### src/rtl/branch_flag_pkg.sv
// ============================================================================
// Module      : branch_flag_pkg
// Description : Condition codes, FSM encoding, flag bit indices and branch
//               condition helpers shared by the branch flag unit.
// Revision    : 1.0 - initial release
// ============================================================================
`default_nettype none

package branch_flag_pkg;

    localparam logic [3:0] COND_BR   = 4'd0;
    localparam logic [3:0] COND_BLTZ = 4'd1;
    localparam logic [3:0] COND_BZ   = 4'd2;
    localparam logic [3:0] COND_BNZ  = 4'd3;
    localparam logic [3:0] COND_BCY  = 4'd4;
    localparam logic [3:0] COND_BNCY = 4'd5;
    localparam logic [3:0] COND_BS   = 4'd6;
    localparam logic [3:0] COND_BNS  = 4'd7;
    localparam logic [3:0] COND_BV   = 4'd8;
    localparam logic [3:0] COND_BNV  = 4'd9;
    localparam logic [3:0] COND_CALL = 4'd10;
    localparam logic [3:0] COND_RET  = 4'd11;

    localparam logic [1:0] ST_IDLE = 2'd0;
    localparam logic [1:0] ST_WAIT = 2'd1;
    localparam logic [1:0] ST_RESP = 2'd2;

    localparam int FLAG_Z = 3;
    localparam int FLAG_C = 2;
    localparam int FLAG_S = 1;
    localparam int FLAG_V = 0;

    function automatic logic is_flag_cond(input logic [3:0] cond);
        return (cond >= COND_BCY) && (cond <= COND_BNV);
    endfunction

    function automatic logic cond_taken(input logic [3:0]  cond,
                                        input logic [3:0]  flags,
                                        input logic [31:0] rs);
        logic taken;
        taken = 1'b0;
        case (cond)
            COND_BR:   taken = 1'b1;
            COND_BLTZ: taken = rs[31];
            COND_BZ:   taken = (rs == 32'd0);
            COND_BNZ:  taken = (rs != 32'd0);
            COND_BCY:  taken = flags[FLAG_C];
            COND_BNCY: taken = !flags[FLAG_C];
            COND_BS:   taken = flags[FLAG_S];
            COND_BNS:  taken = !flags[FLAG_S];
            COND_BV:   taken = flags[FLAG_V];
            COND_BNV:  taken = !flags[FLAG_V];
            COND_CALL: taken = 1'b1;
            COND_RET:  taken = 1'b1;
            default:   taken = 1'b0;
        endcase
        return taken;
    endfunction

endpackage

`default_nettype wire

### src/rtl/branch_flag_unit_if.sv
// ============================================================================
// Module      : branch_flag_unit_if
// Description : Branch request / resolution handshake between decode and the
//               branch flag unit.
// Revision    : 1.0 - initial release
// ============================================================================
`default_nettype none

interface branch_flag_unit_if #(
    parameter int ADDR_W = 32
);
    logic              br_valid;
    logic              br_ready;
    logic [3:0]        br_cond;
    logic [ADDR_W-1:0] br_pc;
    logic [ADDR_W-1:0] br_target;
    logic [31:0]       br_rs_val;
    logic              res_valid;
    logic              res_ready;
    logic              res_taken;
    logic [ADDR_W-1:0] res_next_pc;
    logic              res_link_valid;
    logic [ADDR_W-1:0] res_link;

    modport master (
        output br_valid, br_cond, br_pc, br_target, br_rs_val, res_ready,
        input  br_ready, res_valid, res_taken, res_next_pc, res_link_valid, res_link
    );

    modport slave (
        input  br_valid, br_cond, br_pc, br_target, br_rs_val, res_ready,
        output br_ready, res_valid, res_taken, res_next_pc, res_link_valid, res_link
    );
endinterface

`default_nettype wire

### src/rtl/return_addr_stack.sv
// ============================================================================
// Module      : return_addr_stack
// Description : Circular return-address stack; a push when full overwrites the
//               oldest entry. Built only when BRANCH_FLAG_RAS_EN is defined.
// Revision    : 1.0 - initial release
// ============================================================================
`default_nettype none

`ifdef BRANCH_FLAG_RAS_EN
module return_addr_stack #(
    parameter int WIDTH = 32,
    parameter int DEPTH = 4
) (
    input  logic             clk,
    input  logic             rst,
    input  logic             push,
    input  logic             pop,
    input  logic [WIDTH-1:0] push_data,
    output logic [WIDTH-1:0] top,
    output logic             empty,
    output logic             full
);
    localparam int PTR_W = (DEPTH > 1) ? $clog2(DEPTH) : 1;
    localparam int CNT_W = $clog2(DEPTH + 1);

    logic [WIDTH-1:0] r_mem [DEPTH];
    logic [PTR_W-1:0] r_wr_ptr;
    logic [CNT_W-1:0] r_count;
    logic [PTR_W-1:0] w_top_idx;
    logic [PTR_W-1:0] w_next_ptr;

    // r_wr_ptr is the next free slot; the top lives one slot behind it
    assign w_top_idx  = (r_wr_ptr == '0) ? PTR_W'(DEPTH - 1) : r_wr_ptr - PTR_W'(1);
    assign w_next_ptr = (r_wr_ptr == PTR_W'(DEPTH - 1)) ? '0 : r_wr_ptr + PTR_W'(1);
    assign top        = r_mem[w_top_idx];
    assign empty      = (r_count == '0);
    assign full       = (r_count == CNT_W'(DEPTH));

    always_ff @(posedge clk or posedge rst) begin
        if (rst) begin
            r_wr_ptr <= '0;
            r_count  <= '0;
        end else if (push) begin
            r_wr_ptr <= w_next_ptr;
            if (!full) begin
                r_count <= r_count + CNT_W'(1);
            end
        end else if (pop && !empty) begin
            r_wr_ptr <= w_top_idx;
            r_count  <= r_count - CNT_W'(1);
        end
    end

    always_ff @(posedge clk) begin
        if (push) begin
            r_mem[r_wr_ptr] <= push_data;
        end
    end
endmodule
`endif

`default_nettype wire

### src/rtl/branch_flag_unit.sv
// ============================================================================
// Module      : branch_flag_unit
// Description : Architectural flag register plus KGP-RISC branch resolver with
//               flag-writer interlock. Optional RAS via BRANCH_FLAG_RAS_EN.
// Revision    : 1.0 - initial release
// ============================================================================
`default_nettype none

module branch_flag_unit
    import branch_flag_pkg::*;
#(
    parameter int ADDR_W    = 32,
    parameter int PEND_W    = 2,
    parameter int RAS_DEPTH = 4
) (
    input  logic                clk,
    input  logic                rst,
    input  logic                flag_pend_set,
    input  logic                flag_wr_en,
    input  logic [3:0]          flag_in,
    output logic [3:0]          flags_q,
    branch_flag_unit_if.slave   bus
);
    logic [1:0]        r_state;
    logic [3:0]        r_cond;
    logic [ADDR_W-1:0] r_pc;
    logic [ADDR_W-1:0] r_target;
    logic [31:0]       r_rs;
    logic [3:0]        r_flags;
    logic [PEND_W-1:0] r_pend_cnt;
    logic              r_res_taken;
    logic [ADDR_W-1:0] r_res_next_pc;
    logic              r_res_link_valid;
    logic [ADDR_W-1:0] r_res_link;

    logic [ADDR_W-1:0] w_pc_plus4;
    logic              w_stall;
    logic              w_eval;
    logic              w_taken;
    logic [ADDR_W-1:0] w_next_pc;
    logic              w_ret_from_ras;
    logic [ADDR_W-1:0] w_ras_top;

    assign w_pc_plus4 = r_pc + ADDR_W'(4);
    // A flag write in the same cycle also stalls, so the new value is used
    assign w_stall    = is_flag_cond(r_cond) && ((r_pend_cnt != '0) || flag_wr_en);
    assign w_eval     = (r_state == ST_WAIT) && !w_stall;
    assign w_taken    = cond_taken(r_cond, r_flags, r_rs);

`ifdef BRANCH_FLAG_RAS_EN
    logic w_ras_empty;
    logic w_ras_full;

    return_addr_stack #(
        .WIDTH (ADDR_W),
        .DEPTH (RAS_DEPTH)
    ) u_ras (
        .clk       (clk),
        .rst       (rst),
        .push      (w_eval && (r_cond == COND_CALL)),
        .pop       (w_eval && (r_cond == COND_RET)),
        .push_data (w_pc_plus4),
        .top       (w_ras_top),
        .empty     (w_ras_empty),
        .full      (w_ras_full)
    );

    assign w_ret_from_ras = !w_ras_empty;
`else
    assign w_ret_from_ras = 1'b0;
    assign w_ras_top      = '0;
`endif

    always_comb begin
        w_next_pc = w_pc_plus4;
        if (r_cond == COND_RET) begin
            w_next_pc = w_ret_from_ras ? w_ras_top : r_rs[ADDR_W-1:0];
        end else if (w_taken) begin
            w_next_pc = r_target;
        end
    end

    always_ff @(posedge clk or posedge rst) begin
        if (rst) begin
            r_state          <= ST_IDLE;
            r_cond           <= '0;
            r_pc             <= '0;
            r_target         <= '0;
            r_rs             <= '0;
            r_flags          <= '0;
            r_pend_cnt       <= '0;
            r_res_taken      <= 1'b0;
            r_res_next_pc    <= '0;
            r_res_link_valid <= 1'b0;
            r_res_link       <= '0;
        end else begin
            if (flag_wr_en) begin
                r_flags <= flag_in;
            end

            // Saturate at both ends: overflow is a protocol error, underflow an untracked writer
            case ({flag_pend_set, flag_wr_en})
                2'b10: if (r_pend_cnt != {PEND_W{1'b1}}) r_pend_cnt <= r_pend_cnt + PEND_W'(1);
                2'b01: if (r_pend_cnt != '0)             r_pend_cnt <= r_pend_cnt - PEND_W'(1);
                default: ;
            endcase

            case (r_state)
                ST_IDLE: begin
                    if (bus.br_valid) begin
                        r_cond   <= bus.br_cond;
                        r_pc     <= bus.br_pc;
                        r_target <= bus.br_target;
                        r_rs     <= bus.br_rs_val;
                        r_state  <= ST_WAIT;
                    end
                end
                ST_WAIT: begin
                    if (w_eval) begin
                        r_res_taken      <= w_taken;
                        r_res_next_pc    <= w_next_pc;
                        r_res_link_valid <= (r_cond == COND_CALL);
                        r_res_link       <= (r_cond == COND_CALL) ? w_pc_plus4 : '0;
                        r_state          <= ST_RESP;
                    end
                end
                ST_RESP: begin
                    if (bus.res_ready) begin
                        r_state <= ST_IDLE;
                    end
                end
                default: r_state <= ST_IDLE;
            endcase
        end
    end

    assign flags_q            = r_flags;
    assign bus.br_ready       = (r_state == ST_IDLE);
    assign bus.res_valid      = (r_state == ST_RESP);
    assign bus.res_taken      = r_res_taken;
    assign bus.res_next_pc    = r_res_next_pc;
    assign bus.res_link_valid = r_res_link_valid;
    assign bus.res_link       = r_res_link;
endmodule

`default_nettype wire

### src/flat_wrapper.sv
// flat-port wrapper written by rule: the top's interface ports become plain ports
module branch_flag_unit_flat import branch_flag_pkg::*;
#(
    parameter int ADDR_W    = 32,
    parameter int PEND_W    = 2,
    parameter int RAS_DEPTH = 4
)
  (clk, rst, flag_pend_set, flag_wr_en, flag_in, flags_q, bus_br_valid, bus_br_cond, bus_br_pc, bus_br_target, bus_br_rs_val, bus_res_ready, bus_br_ready, bus_res_valid, bus_res_taken, bus_res_next_pc, bus_res_link_valid, bus_res_link);
  branch_flag_unit_if #(.ADDR_W(ADDR_W)) bus_i ();
  input  logic clk;
  input  logic rst;
  input  logic flag_pend_set;
  input  logic flag_wr_en;
  input  logic [3:0] flag_in;
  output logic [3:0] flags_q;
  input wire logic [$bits(bus_i.br_valid)-1:0] bus_br_valid;
  input wire logic [$bits(bus_i.br_cond)-1:0] bus_br_cond;
  input wire logic [$bits(bus_i.br_pc)-1:0] bus_br_pc;
  input wire logic [$bits(bus_i.br_target)-1:0] bus_br_target;
  input wire logic [$bits(bus_i.br_rs_val)-1:0] bus_br_rs_val;
  input wire logic [$bits(bus_i.res_ready)-1:0] bus_res_ready;
  output wire logic [$bits(bus_i.br_ready)-1:0] bus_br_ready;
  output wire logic [$bits(bus_i.res_valid)-1:0] bus_res_valid;
  output wire logic [$bits(bus_i.res_taken)-1:0] bus_res_taken;
  output wire logic [$bits(bus_i.res_next_pc)-1:0] bus_res_next_pc;
  output wire logic [$bits(bus_i.res_link_valid)-1:0] bus_res_link_valid;
  output wire logic [$bits(bus_i.res_link)-1:0] bus_res_link;
  assign bus_i.br_valid = bus_br_valid;
  assign bus_i.br_cond = bus_br_cond;
  assign bus_i.br_pc = bus_br_pc;
  assign bus_i.br_target = bus_br_target;
  assign bus_i.br_rs_val = bus_br_rs_val;
  assign bus_i.res_ready = bus_res_ready;
  assign bus_br_ready = bus_i.br_ready;
  assign bus_res_valid = bus_i.res_valid;
  assign bus_res_taken = bus_i.res_taken;
  assign bus_res_next_pc = bus_i.res_next_pc;
  assign bus_res_link_valid = bus_i.res_link_valid;
  assign bus_res_link = bus_i.res_link;
  branch_flag_unit #(.ADDR_W(ADDR_W), .PEND_W(PEND_W), .RAS_DEPTH(RAS_DEPTH)) u_core (.clk(clk), .rst(rst), .flag_pend_set(flag_pend_set), .flag_wr_en(flag_wr_en), .flag_in(flag_in), .flags_q(flags_q), .bus(bus_i));
endmodule
### config.mk
export PLATFORM = sky130hd
export DESIGN_NAME = branch_flag_unit_flat
export DESIGN_NICKNAME = d
export VERILOG_FILES = /design/src/rtl/branch_flag_pkg.sv /design/src/rtl/branch_flag_unit_if.sv /design/src/rtl/return_addr_stack.sv /design/src/rtl/branch_flag_unit.sv /design/src/flat_wrapper.sv
export SDC_FILE = /design/constraint.sdc
export NUM_CORES = 1
export LEC_CHECK = 0
export BUFFER_PORTS_ARGS = -buffer_cell sky130_fd_sc_hd__clkbuf_2
export CAP_MARGIN = 20
export CELL_PAD_IN_SITES_DETAIL_PLACEMENT = 2
export CELL_PAD_IN_SITES_GLOBAL_PLACEMENT = 2
export CORE_ASPECT_RATIO = 1.25
export CORE_MARGIN = 5
export CORE_UTILIZATION = 35
export DETAILED_ROUTE_END_ITERATION = 8
export HOLD_SLACK_MARGIN = 0.03
export PLACE_DENSITY = 0.91
export SYNTH_ARGS = -nofsm -noshare
export SYNTH_HDL_FRONTEND = slang
export SYNTH_SLANG_ARGS = --single-unit
### constraint.sdc
create_clock -name clk -period 7.15 [get_ports clk]
set_input_delay 0.3575 -clock clk [delete_from_list [all_inputs] [get_ports clk]]
set_output_delay 0.3575 -clock clk [all_outputs]
set_load 0.02 [all_outputs]
==> metrics.cfg, run 1 <==
[worst_setup_path]
worst_path_largest_cell_delay_ns=0.75
cp_cell_sequence=nor4_1 -> nand4_1 -> nor4_1 -> or2_1 -> nor2_1 -> a311o_1
crit_cells=6
path_max_fanout=18
rr_worst_depth=6
r2r_start=u_core.r_rs[17]
cp_slowest_cell=or2_1
cp_top_family=simple AND/OR/NAND/NOR gates
timing.rr.end=u_core.bus.res_next_pc[3]
r2r_slack_ns=3.91
path_class=reg -> reg
endpoint_kind=register
cp.arrival_ns=3.55
worstPathRequired_ns=7.47
worstSetupStartpointType=register
critPathBufInv=0
crit_top_cell=nor4_1

[yosys]
syn_area_um2=7890
yosysWarnings=0
synth_nets=790
synth-seq-cells=174
yosysSeqAreaShare_pct=55.2
syn_avg_cell_area_um2=11.6
synth.most_common_cell=dfrtp_1
async_flop_share_pct=100
synth_top_area_share_pct=55.2
yosysUniqueCellTypes=41
post-synth-top-area-cell=dfrtp_1
synth_cells=679
yosys-top-cells-area=dfrtp_1 55%, mux2_2 15%, a21oi_1 3.7%, and3_1 3.6%, o31ai_1 2.5%
synth_flop_cell=dfrtp_1
synth_commonest_cells=174 x dfrtp_1, 104 x mux2_2, 59 x a21oi_1
synth_edf_count=0

[pwr]
p_total_w=0.00476
power-per-cell-area_nw_per_um2=491
p_leak_nw=4.48
p_switching_w=0.00203
swShare_pct=42.6
vdd_ir_drop_max_uv=188
p_int_w=0.00273
power_frac_comb_pct=41.1
power_frac_seq_pct=38.6
clock_power_share_pct=20.3

[cts]
post_cts_resized=0
cts_made_buffers=17
cts_max_level=4
clock_latency_ns=0.45
cts_tree=yes
clock_sinks=174
hold_buffers=0
postCtsSetupRepairBufs=0
cts_buffer_depth=2
cts_root_buf=clkbuf_16
cts.clk_slew.worst_paths_ns=0.08

[drt]
drc=0
dr.pass1.iters=4
postRouteAntennaNets=0
num_vias=6305
drtIter0Drc=349
avgRoutedWirePerCell_um=24.7
wl_mm=28.1
viasPerCell=5.55

[global_route]
grt_first_pass_wirelength_mm=43.6
grt_pass1_vias=7306
overflow=0
grt_usage_pct=22.4
grt_max_degree=95
antenna_found_initial=2

[floorplanning]
fp.dieH_um=178
core_um2=22200
ioPinCount=182
dieArea_um2=25600
die_w_um=144
initial_core_util_pct=35.5
core.rowCount=61

[placed_design]
gp_congestion=0.786
numPortBuffers=181
post_dp_cell_area_um2=9030
dp.final_hpwl_mm=19.6

[sta]
hold-worst-slack_ns=0.110
final.min_clock_period_ns=3.24
worst_slew_margin_rel_pct=27.2
hold_viol_final=0
fin_crit_sh_pct=45.3
setup_viol=0
fin_skew_ns=0.0246
fmax_mhz=309
final.setup.tns_ns=0
grt_setup_unrepaired=no
worst_pin_slew_ns=1.09
maxSlewViolCount=0

[run_status]
status=finished, final reports clean

[layout]
fillerInstances=2263
final_util_pct=43.6
area_growth_pct=22.9
diodes=0
drive_gt1_share_pct=39.3
fin_area_um2=9690
regArea_um2=4350
nNetsFinal=952
multi_input_area_um2=3340

[min_path]
hold_class=in -> async

[run]
drv_cap=0

-- worst max-delay path by stage --
stage	startpoint	end
3_3_place_gp	flag_wr_en	u_core.bus.res_next_pc[2]
3_5_place_dp	flag_wr_en	u_core.bus.res_next_pc[2]
4_1_cts	u_core.r_cond[3]	u_core.bus.res_next_pc[2]
2_1_floorplan	rst	u_core.bus.res_link[0]
5_1_grt	u_core.r_rs[17]	u_core.bus.res_next_pc[3]
6_report	u_core.r_rs[17]	u_core.bus.res_next_pc[3]
-- layer usage --
layer	vias up	GRT usage, %	wire [um]	part of all wire (%)
li1	2809	-	-	-
met4	4	6.69	628	2.2
met2	191	41.2	15400	55
met3	42	4.42	1310	4.7
met1	3259	26.0	10700	38
met5	-	0	34	0.12
-- registers in the layout, summed over array words and instances (netlist names) --
signal and cells:
u_core.bus.res_next_pc 32, u_core.r_state 2, u_core.r_pend_cnt 2, u_core.bus.res_link 32, u_core.r_target 32, u_core.r_pc 32
u_core.bus.res_taken 1, u_core.bus.res_link_valid 1, u_core.r_cond 4, u_core.flags_q 4, u_core.r_rs 32
-- layout make-up --
type / count / area share [%]
Multi-Input combinational cell: 452 / 34.4
Sequential cell: 174 / 44.9
Clock buffer: 19 / 4.67
Clock inverter: 13 / 1.48
Tap cell: 283 / 3.65
Timing Repair Buffer: 191 / 10.6
Inverter: 5 / 0.245
-- power by group through the flow --
stage	Clock, W	Combinational [W]	Sequential, W
floorplan	0	0.00120	0.00185
global placement	0	0.00178	0.00179
detailed placement	0	0.00192	0.00184
CTS	0.000981	0.00196	0.00184
global route	0.00103	0.00212	0.00189
finish	0.000966	0.00196	0.00184
-- per-stage QoR --
stage	worst slack, ns	std cells
final	3.91	1137
after global routing	3.74	1137
after CTS	3.59	1134
after detailed placement	3.62	1102
after global placement	3.77	1102
after floorplan	2.08	679
-- placed cells by master (no fill, tap or decap), types with 7 or more instances in the layout --
master / Yosys / final
a21oi_1: 59 / 59
a22o_1: 19 / 19
and3_1: 45 / 45
buf_4: 0 / 7
clkbuf_16: 0 / 17
clkbuf_2: 0 / 181
dfrtp_1: 174 / 174
mux2_2: 104 / 104
nand2_1: 38 / 37
nand3_1: 16 / 16
nand4_1: 12 / 12
nor2_1: 13 / 12
nor3_1: 18 / 17
nor4_1: 11 / 11
o21ai_0: 20 / 20
o31ai_1: 26 / 26
xnor2_1: 20 / 20
xor2_1: 8 / 8
-- cell families (layout without fill, tap and decap cells) --
group / Yosys count / count (layout) / synth area share [%]
adder cells (fa/ha/maj): 1 / 1 / 0.159
AND/OR/NAND/NOR: 180 / 180 / 12.4
AO/OA/AOI/OAI: 138 / 138 / 11.3
multiplexers: 105 / 105 / 15.0
buffers and inverters: 53 / 228 / 2.81
XOR/XNOR: 28 / 28 / 3.11
flip-flops: 174 / 174 / 55.2
(Power assumes the default switching activity.)
==> run 2, diff against run 1 <==
clock period = 3.03 ns   (was 7.15 ns; I/O delays follow)
==> run 2 against run 1 <==
  * Clock skew shrank 0.0081 ns
  * Die area unchanged
  * Via count is 10% higher
  * Design area rose by 12%
  * Non-clock buffer count increased by 116
==> metrics.cfg, run 2 (same netlist as run 1, synthesis figures left out) <==
[run_status]
status=finished, final reports clean

[placed_design]
gp_congestion=0.787
numPortBuffers=181
dp.final_hpwl_mm=20.2

[floorplanning]
core.rowCount=61
core_um2=22200
dieArea_um2=25600
ioPinCount=182
initial_core_util_pct=35.5
die_w_um=144
fp.dieH_um=178

[drt]
postRouteAntennaNets=0
drc=0
drtIter0Drc=305
dr.pass1.iters=4
viasPerCell=5.55
num_vias=6961
top_layer=met5
wl_mm=33.6
met2_length_mm=18.6
dr_wl_met3_mm=1.30
avgRoutedWirePerCell_um=26.8
wl_met1_mm=12.4

[layout]
regArea_um2=4350
area_growth_pct=37.9
fillerInstances=2155
mostFrequentLayoutCell=clkbuf_2
nNetsFinal=1068
layout_common_cells=181 x clkbuf_2, 174 x dfrtp_1, 107 x dlygate4sd3_1, 104 x mux2_2, 59 x a21oi_1
drive_gt1_share_pct=35.7
multi_input_area_um2=3340

[worst_setup_path]
cp.arrival_ns=3.16
path_max_fanout=19
endpoint_kind=register
critPathBufInv=1
path_class=reg -> reg
cp_top_family=simple AND/OR/NAND/NOR gates
cp_slowest_cell=nor4_1
cp_cell_sequence=nor4_1 -> nand4_1 -> o2111a_1 -> nor2_4 -> buf_4 -> a21oi_1 -> o31ai_1
worst_path_largest_cell_delay_ns=0.46
r2r_slack_ns=0.18
worstSetupStartpointType=register
worstPathRequired_ns=3.33

[pwr]
p_total_w=0.0118
p_leak_nw=4.99
power-per-cell-area_nw_per_um2=1090
vdd_ir_drop_max_uv=555

[global_route]
grt_pass1_vias=8290
grt_max_degree=86
overflow=0
antenna_found_initial=2
grt_usage_pct=26.7
grt_first_pass_wirelength_mm=51.4

[cts]
clock_latency_ns=0.44
postCtsSetupRepairBufs=0
cts_made_buffers=17
cts.clk_slew.worst_paths_ns=0.07
clock_sinks=174
cts_tree=yes
cts_max_level=4
cts_root_buf=clkbuf_16
cts_buffer_depth=2

[sta]
hold_viol_final=0
worst_pin_slew_ns=0.673
fin_skew_ns=0.0165
hold-worst-slack_ns=0.0649
maxSlewViolCount=0
grt_setup_unrepaired=no
final.setup.tns_ns=0
fin_crit_sh_pct=94.2
worst_slew_margin_rel_pct=55.1
setup_viol=0
final.min_clock_period_ns=2.85
fmax_mhz=350

[run]
drv_cap=0

[min_path]
hold_class=in -> reg

[run 2: cell types whose count changed in the layout (fill, tap and decap cells not counted), sizes merged]
| cell | delta |
|---|---|
| buf | +9 |
| clkinv | +2 |
| inv | -3 |
| clkinvlp | -1 |
| dlygate4sd3 | +107 |
| bufinv | +2 |
| diode | +1 |
[run 2: what timing repair did]
item                                   4_1_cts  5_1_grt
hold buffers                               107        0
setup endpoints to repair                    0        5
resized for setup                            0        1
endpoints found under the hold margin      125        0
[run 2: final cells by class]
cell class / count / share of cell area (%)
tap: 283 / 3.26
inverter: 5 / 0.207
clock inverter: 13 / 1.59
sequential: 174 / 40.1
clock buffer: 19 / 4.17
timing repair buffer: 307 / 20.0
antenna: 1 / 0.0230
multi-input combinational: 452 / 30.7
[run 2: path summary, 6_finish.rpt]
check,start,endpoint,cells past startpoint
max,u_core.r_rs[7],u_core.bus.res_next_pc[23],7
min,flag_wr_en,u_core.r_pend_cnt[0],2
max reg2reg,u_core.r_rs[7],u_core.bus.res_next_pc[23],7
min reg2reg,u_core.bus.res_link[9],u_core.bus.res_link[9],2
max in group asynchronous,rst,u_core.r_cond[3],4
min in group asynchronous,rst,u_core.r_pc[18],3
[run 2: stage by stage]
| step | instance area [um^2] | instances | util [%] | setup slack [ns] |
|---|---|---|---|---|
| after floorplan | 7890 | 679 | - | 0.654 |
| after global placement | 9160 | 1113 | 41.2 | 0.308 |
| after detailed placement | 9160 | 1113 | 41.2 | 0.0930 |
| after CTS | 10900 | 1252 | 48.9 | 0.0508 |
| after global routing | 10900 | 1254 | 48.9 | 0.0372 |
| final | 10900 | 1254 | 48.9 | 0.176 |
[run 2: power by group]
| group | leakage [nW] | total, W | internal [W] | switching (W) |
|---|---|---|---|---|
| registers | 2.13 | 0.00443 | 0.00337 | 0.00106 |
| clock network | 0.306 | 0.00241 | 0.00136 | 0.00105 |
| logic | 2.55 | 0.00500 | 0.00202 | 0.00298 |
| total | 4.99 | 0.0118 | 0.00675 | 0.00509 |
[run 2: routing by layer]
layer  GRT usage (%)  vias up
li1                -     3040
met1            29.7     3600
met2            49.7      230
met3            4.04       89
met4            11.6        2
met5               0        -
